`config.mk`:
```
export PLATFORM = sky130hd
export DESIGN_NAME = dcache_ctrl_flat
export DESIGN_NICKNAME = d
export VERILOG_FILES = /design/src/rtl/dcache_ctrl_if.sv /design/src/rtl/dcache_ctrl.sv /design/src/flat_wrapper.sv
export SDC_FILE = /design/constraint.sdc
export NUM_CORES = 2
export LEC_CHECK = 0
export ABC_AREA = 1
export BUFFER_PORTS_ARGS = -buffer_cell sky130_fd_sc_hd__buf_4
export CAP_MARGIN = 20
export CORE_AREA = 4 4 472 474
export CTS_CLUSTER_SIZE = 25
export DETAILED_ROUTE_END_ITERATION = 10
export DIE_AREA = 0 0 476 478
export PLACE_DENSITY = 0.4
export SYNTH_ARGS = -nofsm -noshare
export SYNTH_HDL_FRONTEND = slang
export SYNTH_SLANG_ARGS = --single-unit
```
`constraint.sdc`:
```
create_clock -name clk_i -period 2.4 [get_ports clk_i]
set_clock_uncertainty 0.15 [all_clocks]
set_input_delay 0.24 -clock clk_i [delete_from_list [all_inputs] [get_ports clk_i]]
set_output_delay 0.24 -clock clk_i [all_outputs]
set_load 0.02 [all_outputs]
```
`src/rtl/dcache_ctrl_if.sv`:
```
// dcache_ctrl_if: CPU, SRAM and memory-side signals of the data cache controller.
// The master modport is the controller's view; slave is the surrounding system.
interface dcache_ctrl_if #(
  parameter int ADDR_W = 32,
  parameter int LINE_W = 256
);
  localparam int TAG_W = ADDR_W - 9;

  // CPU side
  logic                cpu_req_i;
  logic                cpu_write_i;
  logic [ADDR_W-1:0]   cpu_addr_i;
  logic [31:0]         cpu_data_i;
  logic [31:0]         cpu_data_o;
  logic                cpu_stall_o;

  // SRAM side
  logic                sram_enable_o;
  logic                sram_write_o;
  logic [3:0]          sram_addr_o;
  logic [TAG_W+1:0]    sram_tag_o;
  logic [LINE_W-1:0]   sram_data_o;
  logic [TAG_W+1:0]    sram_tag_i;
  logic [LINE_W-1:0]   sram_data_i;
  logic                sram_hit_i;

  // Main memory side
  logic                mem_enable_o;
  logic                mem_write_o;
  logic [ADDR_W-1:0]   mem_addr_o;
  logic [LINE_W-1:0]   mem_data_o;
  logic [LINE_W-1:0]   mem_data_i;
  logic                mem_ack_i;

  modport master (
    input  cpu_req_i, cpu_write_i, cpu_addr_i, cpu_data_i,
    output cpu_data_o, cpu_stall_o,
    output sram_enable_o, sram_write_o, sram_addr_o, sram_tag_o, sram_data_o,
    input  sram_tag_i, sram_data_i, sram_hit_i,
    output mem_enable_o, mem_write_o, mem_addr_o, mem_data_o,
    input  mem_data_i, mem_ack_i
  );

  modport slave (
    output cpu_req_i, cpu_write_i, cpu_addr_i, cpu_data_i,
    input  cpu_data_o, cpu_stall_o,
    input  sram_enable_o, sram_write_o, sram_addr_o, sram_tag_o, sram_data_o,
    output sram_tag_i, sram_data_i, sram_hit_i,
    input  mem_enable_o, mem_write_o, mem_addr_o, mem_data_o,
    output mem_data_i, mem_ack_i
  );
endinterface

```
`src/rtl/dcache_ctrl.sv`:
```
// dcache_ctrl: sequencing controller for the 16-set, 2-way, 256-bit-line data cache.
// Hits are served in zero wait states; misses write back a dirty victim, refill
// the line from memory and let the held CPU request retry and hit.
// Optional feature macro: DCACHE_PERF_CNT_EN adds hit_cnt_o / miss_cnt_o counters.
module dcache_ctrl #(
  parameter int ADDR_W = 32,
  parameter int LINE_W = 256
) (
  input  logic          clk_i,
  input  logic          rst_i,
  dcache_ctrl_if.master bus
`ifdef DCACHE_PERF_CNT_EN
  ,
  output logic [31:0]   hit_cnt_o,
  output logic [31:0]   miss_cnt_o
`endif
);
  localparam int TAG_W = ADDR_W - 9;

  typedef enum logic [1:0] {
    IDLE      = 2'd0,
    WRITEBACK = 2'd1,
    ALLOCATE  = 2'd2,
    REFILL    = 2'd3
  } state_t;

  state_t              r_state;
  state_t              w_nextState;

  // Miss context captured in the detect cycle; r_reqLine holds addr[ADDR_W-1:5]
  logic [TAG_W-1:0]    r_victimTag;
  logic [LINE_W-1:0]   r_victimLine;
  logic [ADDR_W-6:0]   r_reqLine;
  logic [LINE_W-1:0]   r_refillLine;

  logic [TAG_W-1:0]    w_reqTag;
  logic [3:0]          w_index;
  logic [7:0]          w_wordOffset;
  logic                w_access;
  logic                w_hit;
  logic                w_miss;
  logic                w_victimValid;
  logic                w_victimDirty;
  logic [LINE_W-1:0]   w_mergedLine;

  assign w_reqTag      = bus.cpu_addr_i[ADDR_W-1:9];
  assign w_index       = bus.cpu_addr_i[8:5];
  assign w_wordOffset  = {bus.cpu_addr_i[4:2], 5'b0};
  assign w_access      = (r_state == IDLE) && bus.cpu_req_i;
  assign w_hit         = w_access && bus.sram_hit_i;
  assign w_miss        = w_access && !bus.sram_hit_i;
  assign w_victimValid = bus.sram_tag_i[TAG_W+1];
  assign w_victimDirty = bus.sram_tag_i[TAG_W];

  // Store merge: the hit line with the addressed word replaced by the CPU data
  always_comb begin
    w_mergedLine = bus.sram_data_i;
    w_mergedLine[w_wordOffset +: 32] = bus.cpu_data_i;
  end

  // State register
  always_ff @(posedge clk_i) begin
    if (rst_i) r_state <= IDLE;
    else       r_state <= w_nextState;
  end

  // Capture victim and request on a miss, and the refill line on the read ack
  always_ff @(posedge clk_i) begin
    if (rst_i) begin
      r_victimTag  <= '0;
      r_victimLine <= '0;
      r_reqLine    <= '0;
      r_refillLine <= '0;
    end else begin
      if (w_miss) begin
        r_victimTag  <= bus.sram_tag_i[TAG_W-1:0];
        r_victimLine <= bus.sram_data_i;
        r_reqLine    <= bus.cpu_addr_i[ADDR_W-1:5];
      end
      if ((r_state == ALLOCATE) && bus.mem_ack_i) r_refillLine <= bus.mem_data_i;
    end
  end

  // Next-state decode and all outputs; everything idles low unless a state drives it
  always_comb begin
    w_nextState       = r_state;
    bus.cpu_data_o    = '0;
    bus.cpu_stall_o   = 1'b0;
    bus.sram_enable_o = 1'b0;
    bus.sram_write_o  = 1'b0;
    bus.sram_addr_o   = '0;
    bus.sram_tag_o    = '0;
    bus.sram_data_o   = '0;
    bus.mem_enable_o  = 1'b0;
    bus.mem_write_o   = 1'b0;
    bus.mem_addr_o    = '0;
    bus.mem_data_o    = '0;
    case (r_state)
      IDLE: begin
        bus.sram_enable_o = bus.cpu_req_i;
        if (bus.cpu_req_i) bus.sram_addr_o = w_index;
        if (w_hit) begin
          if (bus.cpu_write_i) begin
            bus.sram_write_o = 1'b1;
            bus.sram_tag_o   = {2'b11, w_reqTag};
            bus.sram_data_o  = w_mergedLine;
          end else begin
            bus.cpu_data_o = bus.sram_data_i[w_wordOffset +: 32];
          end
        end else if (w_miss) begin
          bus.cpu_stall_o = 1'b1;
          w_nextState = (w_victimValid && w_victimDirty) ? WRITEBACK : ALLOCATE;
        end
      end
      WRITEBACK: begin
        bus.cpu_stall_o  = 1'b1;
        bus.mem_enable_o = 1'b1;
        bus.mem_write_o  = 1'b1;
        bus.mem_addr_o   = {r_victimTag, r_reqLine[3:0], 5'b0};
        bus.mem_data_o   = r_victimLine;
        if (bus.mem_ack_i) w_nextState = ALLOCATE;
      end
      ALLOCATE: begin
        bus.cpu_stall_o  = 1'b1;
        bus.mem_enable_o = 1'b1;
        bus.mem_addr_o   = {r_reqLine, 5'b0};
        if (bus.mem_ack_i) w_nextState = REFILL;
      end
      REFILL: begin
        bus.cpu_stall_o   = 1'b1;
        bus.sram_enable_o = 1'b1;
        bus.sram_write_o  = 1'b1;
        bus.sram_addr_o   = r_reqLine[3:0];
        bus.sram_tag_o    = {2'b10, r_reqLine[ADDR_W-6:4]};
        bus.sram_data_o   = r_refillLine;
        w_nextState       = IDLE;
      end
      default: w_nextState = IDLE;
    endcase
  end

`ifdef DCACHE_PERF_CNT_EN
  logic        r_retry;
  logic [31:0] r_hitCnt;
  logic [31:0] r_missCnt;

  // Count CPU-visible hits and misses; the hit that retries a refilled access is skipped
  always_ff @(posedge clk_i) begin
    if (rst_i) begin
      r_retry   <= 1'b0;
      r_hitCnt  <= '0;
      r_missCnt <= '0;
    end else begin
      r_retry <= (r_state == REFILL);
      if (w_hit && !r_retry) r_hitCnt <= r_hitCnt + 32'd1;
      if (w_miss)            r_missCnt <= r_missCnt + 32'd1;
    end
  end

  assign hit_cnt_o  = r_hitCnt;
  assign miss_cnt_o = r_missCnt;
`endif
endmodule
```
`src/flat_wrapper.sv`:
```
// flat-port wrapper written by rule: the top's interface ports become plain ports
module dcache_ctrl_flat 
#(
  parameter int ADDR_W = 32,
  parameter int LINE_W = 256
)
  (clk_i, rst_i, bus_cpu_req_i, bus_cpu_write_i, bus_cpu_addr_i, bus_cpu_data_i, bus_cpu_data_o, bus_cpu_stall_o, bus_sram_enable_o, bus_sram_write_o, bus_sram_addr_o, bus_sram_tag_o, bus_sram_data_o, bus_sram_tag_i, bus_sram_data_i, bus_sram_hit_i, bus_mem_enable_o, bus_mem_write_o, bus_mem_addr_o, bus_mem_data_o, bus_mem_data_i, bus_mem_ack_i);
  dcache_ctrl_if #(.ADDR_W(ADDR_W), .LINE_W(LINE_W)) bus_i ();
  input  logic clk_i;
  input  logic rst_i;
  input wire logic [$bits(bus_i.cpu_req_i)-1:0] bus_cpu_req_i;
  input wire logic [$bits(bus_i.cpu_write_i)-1:0] bus_cpu_write_i;
  input wire logic [$bits(bus_i.cpu_addr_i)-1:0] bus_cpu_addr_i;
  input wire logic [$bits(bus_i.cpu_data_i)-1:0] bus_cpu_data_i;
  output wire logic [$bits(bus_i.cpu_data_o)-1:0] bus_cpu_data_o;
  output wire logic [$bits(bus_i.cpu_stall_o)-1:0] bus_cpu_stall_o;
  output wire logic [$bits(bus_i.sram_enable_o)-1:0] bus_sram_enable_o;
  output wire logic [$bits(bus_i.sram_write_o)-1:0] bus_sram_write_o;
  output wire logic [$bits(bus_i.sram_addr_o)-1:0] bus_sram_addr_o;
  output wire logic [$bits(bus_i.sram_tag_o)-1:0] bus_sram_tag_o;
  output wire logic [$bits(bus_i.sram_data_o)-1:0] bus_sram_data_o;
  input wire logic [$bits(bus_i.sram_tag_i)-1:0] bus_sram_tag_i;
  input wire logic [$bits(bus_i.sram_data_i)-1:0] bus_sram_data_i;
  input wire logic [$bits(bus_i.sram_hit_i)-1:0] bus_sram_hit_i;
  output wire logic [$bits(bus_i.mem_enable_o)-1:0] bus_mem_enable_o;
  output wire logic [$bits(bus_i.mem_write_o)-1:0] bus_mem_write_o;
  output wire logic [$bits(bus_i.mem_addr_o)-1:0] bus_mem_addr_o;
  output wire logic [$bits(bus_i.mem_data_o)-1:0] bus_mem_data_o;
  input wire logic [$bits(bus_i.mem_data_i)-1:0] bus_mem_data_i;
  input wire logic [$bits(bus_i.mem_ack_i)-1:0] bus_mem_ack_i;
  assign bus_i.cpu_req_i = bus_cpu_req_i;
  assign bus_i.cpu_write_i = bus_cpu_write_i;
  assign bus_i.cpu_addr_i = bus_cpu_addr_i;
  assign bus_i.cpu_data_i = bus_cpu_data_i;
  assign bus_cpu_data_o = bus_i.cpu_data_o;
  assign bus_cpu_stall_o = bus_i.cpu_stall_o;
  assign bus_sram_enable_o = bus_i.sram_enable_o;
  assign bus_sram_write_o = bus_i.sram_write_o;
  assign bus_sram_addr_o = bus_i.sram_addr_o;
  assign bus_sram_tag_o = bus_i.sram_tag_o;
  assign bus_sram_data_o = bus_i.sram_data_o;
  assign bus_i.sram_tag_i = bus_sram_tag_i;
  assign bus_i.sram_data_i = bus_sram_data_i;
  assign bus_i.sram_hit_i = bus_sram_hit_i;
  assign bus_mem_enable_o = bus_i.mem_enable_o;
  assign bus_mem_write_o = bus_i.mem_write_o;
  assign bus_mem_addr_o = bus_i.mem_addr_o;
  assign bus_mem_data_o = bus_i.mem_data_o;
  assign bus_i.mem_data_i = bus_mem_data_i;
  assign bus_i.mem_ack_i = bus_mem_ack_i;
  dcache_ctrl #(.ADDR_W(ADDR_W), .LINE_W(LINE_W)) u_core (.clk_i(clk_i), .rst_i(rst_i), .bus(bus_i));
endmodule
```
* After elaboration in Yosys (flattened, before gate mapping)
Index checks and enable logic that the tools add are counted.
** Operators by class
- Multiplexer cells :: 29
- Reductions and logical operators :: 10
- Shifts and indexed selects :: 3
- Equality and inequality tests :: 7
- Add/sub/neg operators :: 1
** Operator list (count)
- 256-bit two-way mux :: 3
- 256-bit one-hot mux with 2 select lines :: 1
- 256-bit bitwise mux :: 1
- 32-bit by 10-bit variable shift with 256-bit output (first input constant) :: 1
- 256-bit by 9-bit variable part select with 32-bit output :: 1
- 32-bit by 10-bit variable part select with 256-bit output :: 1
- 32-bit two-way mux :: 3
- 32-bit one-hot mux with 2 select lines :: 1
- 25-bit two-way mux :: 2
- 25-bit one-hot mux with 2 select lines :: 1
- 2-bit two-way mux :: 5
- 8-bit negator with 10-bit output :: 1
- 2-bit one-hot mux with 4 select lines :: 1
- 4-bit one-hot mux with 2 select lines :: 1
- 1-bit two-way mux :: 6
- 2-bit inequality test (second input constant) :: 3
- 1-bit one-hot mux with 2 select lines :: 3
- 1-bit logical AND :: 5
- 2-bit equality test (second input constant) :: 2
- 4-bit two-way mux :: 1
- 4-bit AND reduction :: 1
- 3-bit OR reduction :: 1
- 2-bit by 1-bit equality test with 1-bit output (second input constant) :: 1
- 2-bit zero test :: 1
- other kinds (3) :: 3
** Word-level totals
- Bits in registers :: 564
- Word-level logic and storage cells :: 55

* Depth between registers and ports, before layout
- Depth after elaboration :: 6
- Gate-level depth with buffers :: 14
- Depth with buffers taken out :: 10

* Worst setup path before layout
Ideal clock, no wire load.
- Kind :: input to output
- Start point :: input port bus_cpu_addr_i[2]
- End point :: output port bus_sram_data_o[19]
- Buffers on the path :: 4
- Stages :: 14
- Arrival time :: 2.325 ns
- Slack :: -0.315 ns
- Path through :: buf_2 inv_2 buf_2 buf_2 ha_1 ha_1 inv_2 nand2_1 nor2_1 nand2_1 clkbuf_1 nand2_1 nand3_1 nand2_1
** Between the ends
- Word-level cells in the longest chain between the ends :: 6
- Elaborated cells on any way between the ends :: 7
- Classes of those cells :: 1 x add/sub; 2 x shift; 4 x mux
** Ends and longest elaborated chain
- start, declared :: line flat_wrapper.sv:13 : input wire logic [$bits(bus_i.cpu_addr_i)-1:0] bus_cpu_addr_i;
- 8-bit negator with 10-bit output * :: line dcache_ctrl.sv:58 : w_mergedLine[w_wordOffset +: 32] = bus.cpu_data_i;
- 32-bit by 10-bit variable part select with 256-bit output or 32-bit by 10-bit variable shift with 256-bit output (tied branches) :: line dcache_ctrl.sv:58
- 256-bit bitwise mux * :: line dcache_ctrl.sv:58
- 256-bit two-way mux * :: line dcache_ctrl.sv:103 : if (bus.cpu_write_i) begin
- 256-bit two-way mux * :: line dcache_ctrl.sv:102 : if (w_hit) begin
- 256-bit one-hot mux with 2 select lines * :: line dcache_ctrl.sv:98 : case (r_state)
- end, declared :: line flat_wrapper.sv:21 : output wire logic [$bits(bus_i.sram_data_o)-1:0] bus_sram_data_o;
Every way passes the cells marked *; elsewhere a longest branch is shown, timed or not.

* Worst setup path after layout
- Start point :: register u_core.r_state[0]
- End point :: output port bus_sram_data_o[203]
** Between the ends
- Word-level cells in the longest chain between the ends :: 5
- Elaborated cells on any way between the ends :: 6
- Classes of those cells :: 1 x eq/ne; 2 x mux; 3 x reduce/logical
** Ends and longest elaborated chain
- start, declared :: line dcache_ctrl.sv:27 : state_t r_state;
- start signal, assigned :: line dcache_ctrl.sv:64 : else r_state <= w_nextState;
- 2-bit zero test :: line dcache_ctrl.sv:49, dcache_ctrl.sv:98
- 1-bit logical AND :: line dcache_ctrl.sv:49 : assign w_access = (r_state == IDLE) && bus.cpu_req_i;
- 1-bit logical AND :: line dcache_ctrl.sv:50 : assign w_hit = w_access && bus.sram_hit_i;
- 256-bit two-way mux :: line dcache_ctrl.sv:102
- 256-bit one-hot mux with 2 select lines * :: line dcache_ctrl.sv:98
Marked as above.

==> impl_results.md <==
- Synthesis-stage register bit count: 564
- Clock Latency Late Sink: 720 ps
- Total power: 44.7 mW
- Final worst path period need: 3170 ps
- Setup_tns: -312300 ps
- R2r setup slk: -30 ps
- Depth of the CTS H-tree: 3
- Failing checks: setup timing
- Max-cap violation count: 0
- DRC: 0
- Initial antenna violation count: 101
- Buffers on Ports: 1209
- Worst r2r dst: u_core.r_reqLine[25]$_SDFFE_PP0P_
- Clock Tree Root: clkbuf_16
- Peak Freq: 316 MHz
- Largest net degree at the start of global routing: 69
- Layout Nets: 8165
- Critical path type: flip-flop to primary output
- PnR worst setup slack: -769 ps
- Worst Hold Launch: bus_cpu_addr_i[7]
- Worst EP arrival: 2780 ps
- Synth cell types: 22
- Post-Route Utilization: 29.6%
- Max-slew violation count: 0
- Die H: 478 um
- CORE AREA: 219000 um2
- Most common cell after layout, fill and taps aside: buf_4
- VDD IR max: 0.000526 V
- Antenna-violating nets left: 0
- Global-route usage over all layers: 27.3%
- RSZ-0062 raised after global routing: true
- Clock sink total: 564
- Area Overhead vs Synth: 103%
- Worst Hold Endpoint: u_core.r_reqLine[2]$_SDFFE_PP0P_
- First-pass GRT wire length: 421 mm
- CTS tree: built
- Initial core utilization: 14.6%
- Worst path required time: 2010 ps
- Wire per inst: 31.2 um
- Final hold viol count: 0
- Routability-driven placement congestion ratio: 0.929
- Tightest Pin Transition: 828 ps
- Vias: 46473
- Hold Path Class: primary input to flip-flop
- Die X: 476 um
- Sequential area share after synthesis: 35.4%
- Commonest non-fill, non-tap cells in the layout: 1414 x buf_4, 1135 x nand2_1, 650 x nor2_1
- Synth warn: 0
- Placed cell area: 48700 um2
- DRT Pass-1 Iters: 5
- Reg2Reg Depth: 11
- WHS: 151 ps
- Worst hold path depth: 4
- CTS max path bufs: 3
- Cell count after synthesis: 5390
- FF-to-FF Start: u_core.r_state[1]$_SDFFE_PP0P_
- CP startpoint kind: flip-flop
- DR vias/cell: 4.41
- Slew HR: 44.8%
- Leakage: 31.3 nW
- Worst-path maximum fanout: 7
- Total grt overflow: 0
- Ports: 1217
- Synth Area per Inst: 5.91 um2
- TritonCTS Buffers: 81
- Outcome: finished with violations
- Die ar.: 228000 um2
- Crit. End Element: primary output
- Clk slew on worst S/H paths: 60 ps
- Period utilisation layout: 132%
- Standard-cell row count: 172
- DP Wirelength: 267 mm
- Post-synthesis cell area: 31900 um2
- First DRT Iteration DRCs: 3717
- Total wire length: 329 mm
- Final Cell Area: 64700 um2
- Pwr Density: 691 nW/um2
- Vias in the first global route: 46059
- Finish-stage setup viols: 604
- Ratio of cells with drive above 1 in the final layout: 35.7%
-- registers in the layout, indices dropped and copies added (netlist names) --
name,count
u_core.r_state,2
u_core.r_refillLine,256
u_core.r_victimTag,23
u_core.r_victimLine,256
u_core.r_reqLine,27
-- cell usage after synthesis --
master	instances	area share (%)
nand2_1	1517	18
nand3_1	731	11
nor2_1	684	8.1
inv_1	565	6.7
dfxtp_1	564	35
o21ai_0	531	8.3
a21oi_1	283	4.4
clkbuf_1	195	2.3
buf_2	177	2.8
o21ai_1	40	0.63
buf_1	35	0.41
buf_4	23	0.54
nand4_1	14	0.27
ha_1	11	0.43
inv_2	8	0.094
nor3_1	5	0.079
buf_6	2	0.071
clkinv_1	1	0.012
conb_1	1	0.012
nand2_2	1	0.020
nor2_2	1	0.020
nor2_4	1	0.035
-- worst max-delay path by stage --
stage / startpoint / endpoint / slack (ps) / cells past startpoint
6_report: u_core.r_state[0]$_SDFFE_PP0P_ / bus_sram_data_o[203] / -770 / 12
5_1_grt: u_core.r_state[0]$_SDFFE_PP0P_ / bus_sram_data_o[183] / -880 / 13
4_1_cts: u_core.r_state[1]$_SDFFE_PP0P_ / bus_sram_data_o[15] / -910 / 14
3_5_place_dp: bus_cpu_addr_i[3] / bus_cpu_data_o[13] / -630 / 10
3_3_place_gp: bus_cpu_addr_i[3] / bus_cpu_data_o[13] / -620 / 10
2_1_floorplan: bus_cpu_addr_i[2] / bus_sram_data_o[19] / 10 / 14
-- power breakdown --
part,internal (mW),switching (mW)
clock network,7.18,5.18
logic,8.17,11.9
registers,11.2,1.10
-- routing by layer --
layer	vias to the layer above	track usage, %	part of all wire (%)
met2	2056	44.3	46
met3	490	5.84	6.8
li1	21393	-	-
met4	42	12.6	5.4
met5	-	0	0.078
met1	22492	34.3	42
-- cell families (layout without fill, tap and decap cells) --
kind of cell | Yosys count | in the layout | synth area share [%]
DFF | 564 | 564 | 35.4
other | 1 | 66 | 0.0118
adders and majority gates | 11 | 11 | 0.432
buffers and inverters | 1006 | 3216 | 12.9
and+or+nand+nor | 2954 | 2954 | 37.8
AOI/OAI and AO/OA | 854 | 854 | 13.4
-- area by class of cell --
type / instances / area [um2]
Antenna cell: 61 / 153
Clock buffer: 107 / 2220
Clock inverter: 33 / 395
Fill cell: 24069 / 154000
Inverter: 574 / 2210
Multi-Input combinational cell: 3824 / 20700
Sequential cell: 564 / 11300
Tap cell: 2871 / 3590
Timing Repair Buffer: 2502 / 24100
-- per-stage QoR --
stage	instances	worst slack [ps]
2_1_floorplan	5394	11.0
3_3_place_gp	9626	-619
3_5_place_dp	9626	-630
4_1_cts	10428	-907
5_1_grt	10513	-878
6_report	10536	-769
-- repair_timing --
item | 4_1_cts | 5_1_grt
pin swaps | 94 | 95
gates cloned | 27 | 18
hold buffers | 582 | 0
endpoints found under the hold margin | 564 | 0
endpoints found under the setup margin | 603 | 608
setup buffers | 58 | 46
resized for setup | 617 | 639
-- worst max-delay path: stages (launching register included) --
cell and delay [ps]:
dfxtp_2 350, inv_4 50, ha_4 250, inv_4 70, nand2_4 50, nor2_4 140
clkbuf_16 210, buf_12 150, buf_4 210, buf_16 170, nand3_2 130, nand2_1 100
buf_4 140
(Power assumes the default switching activity.)
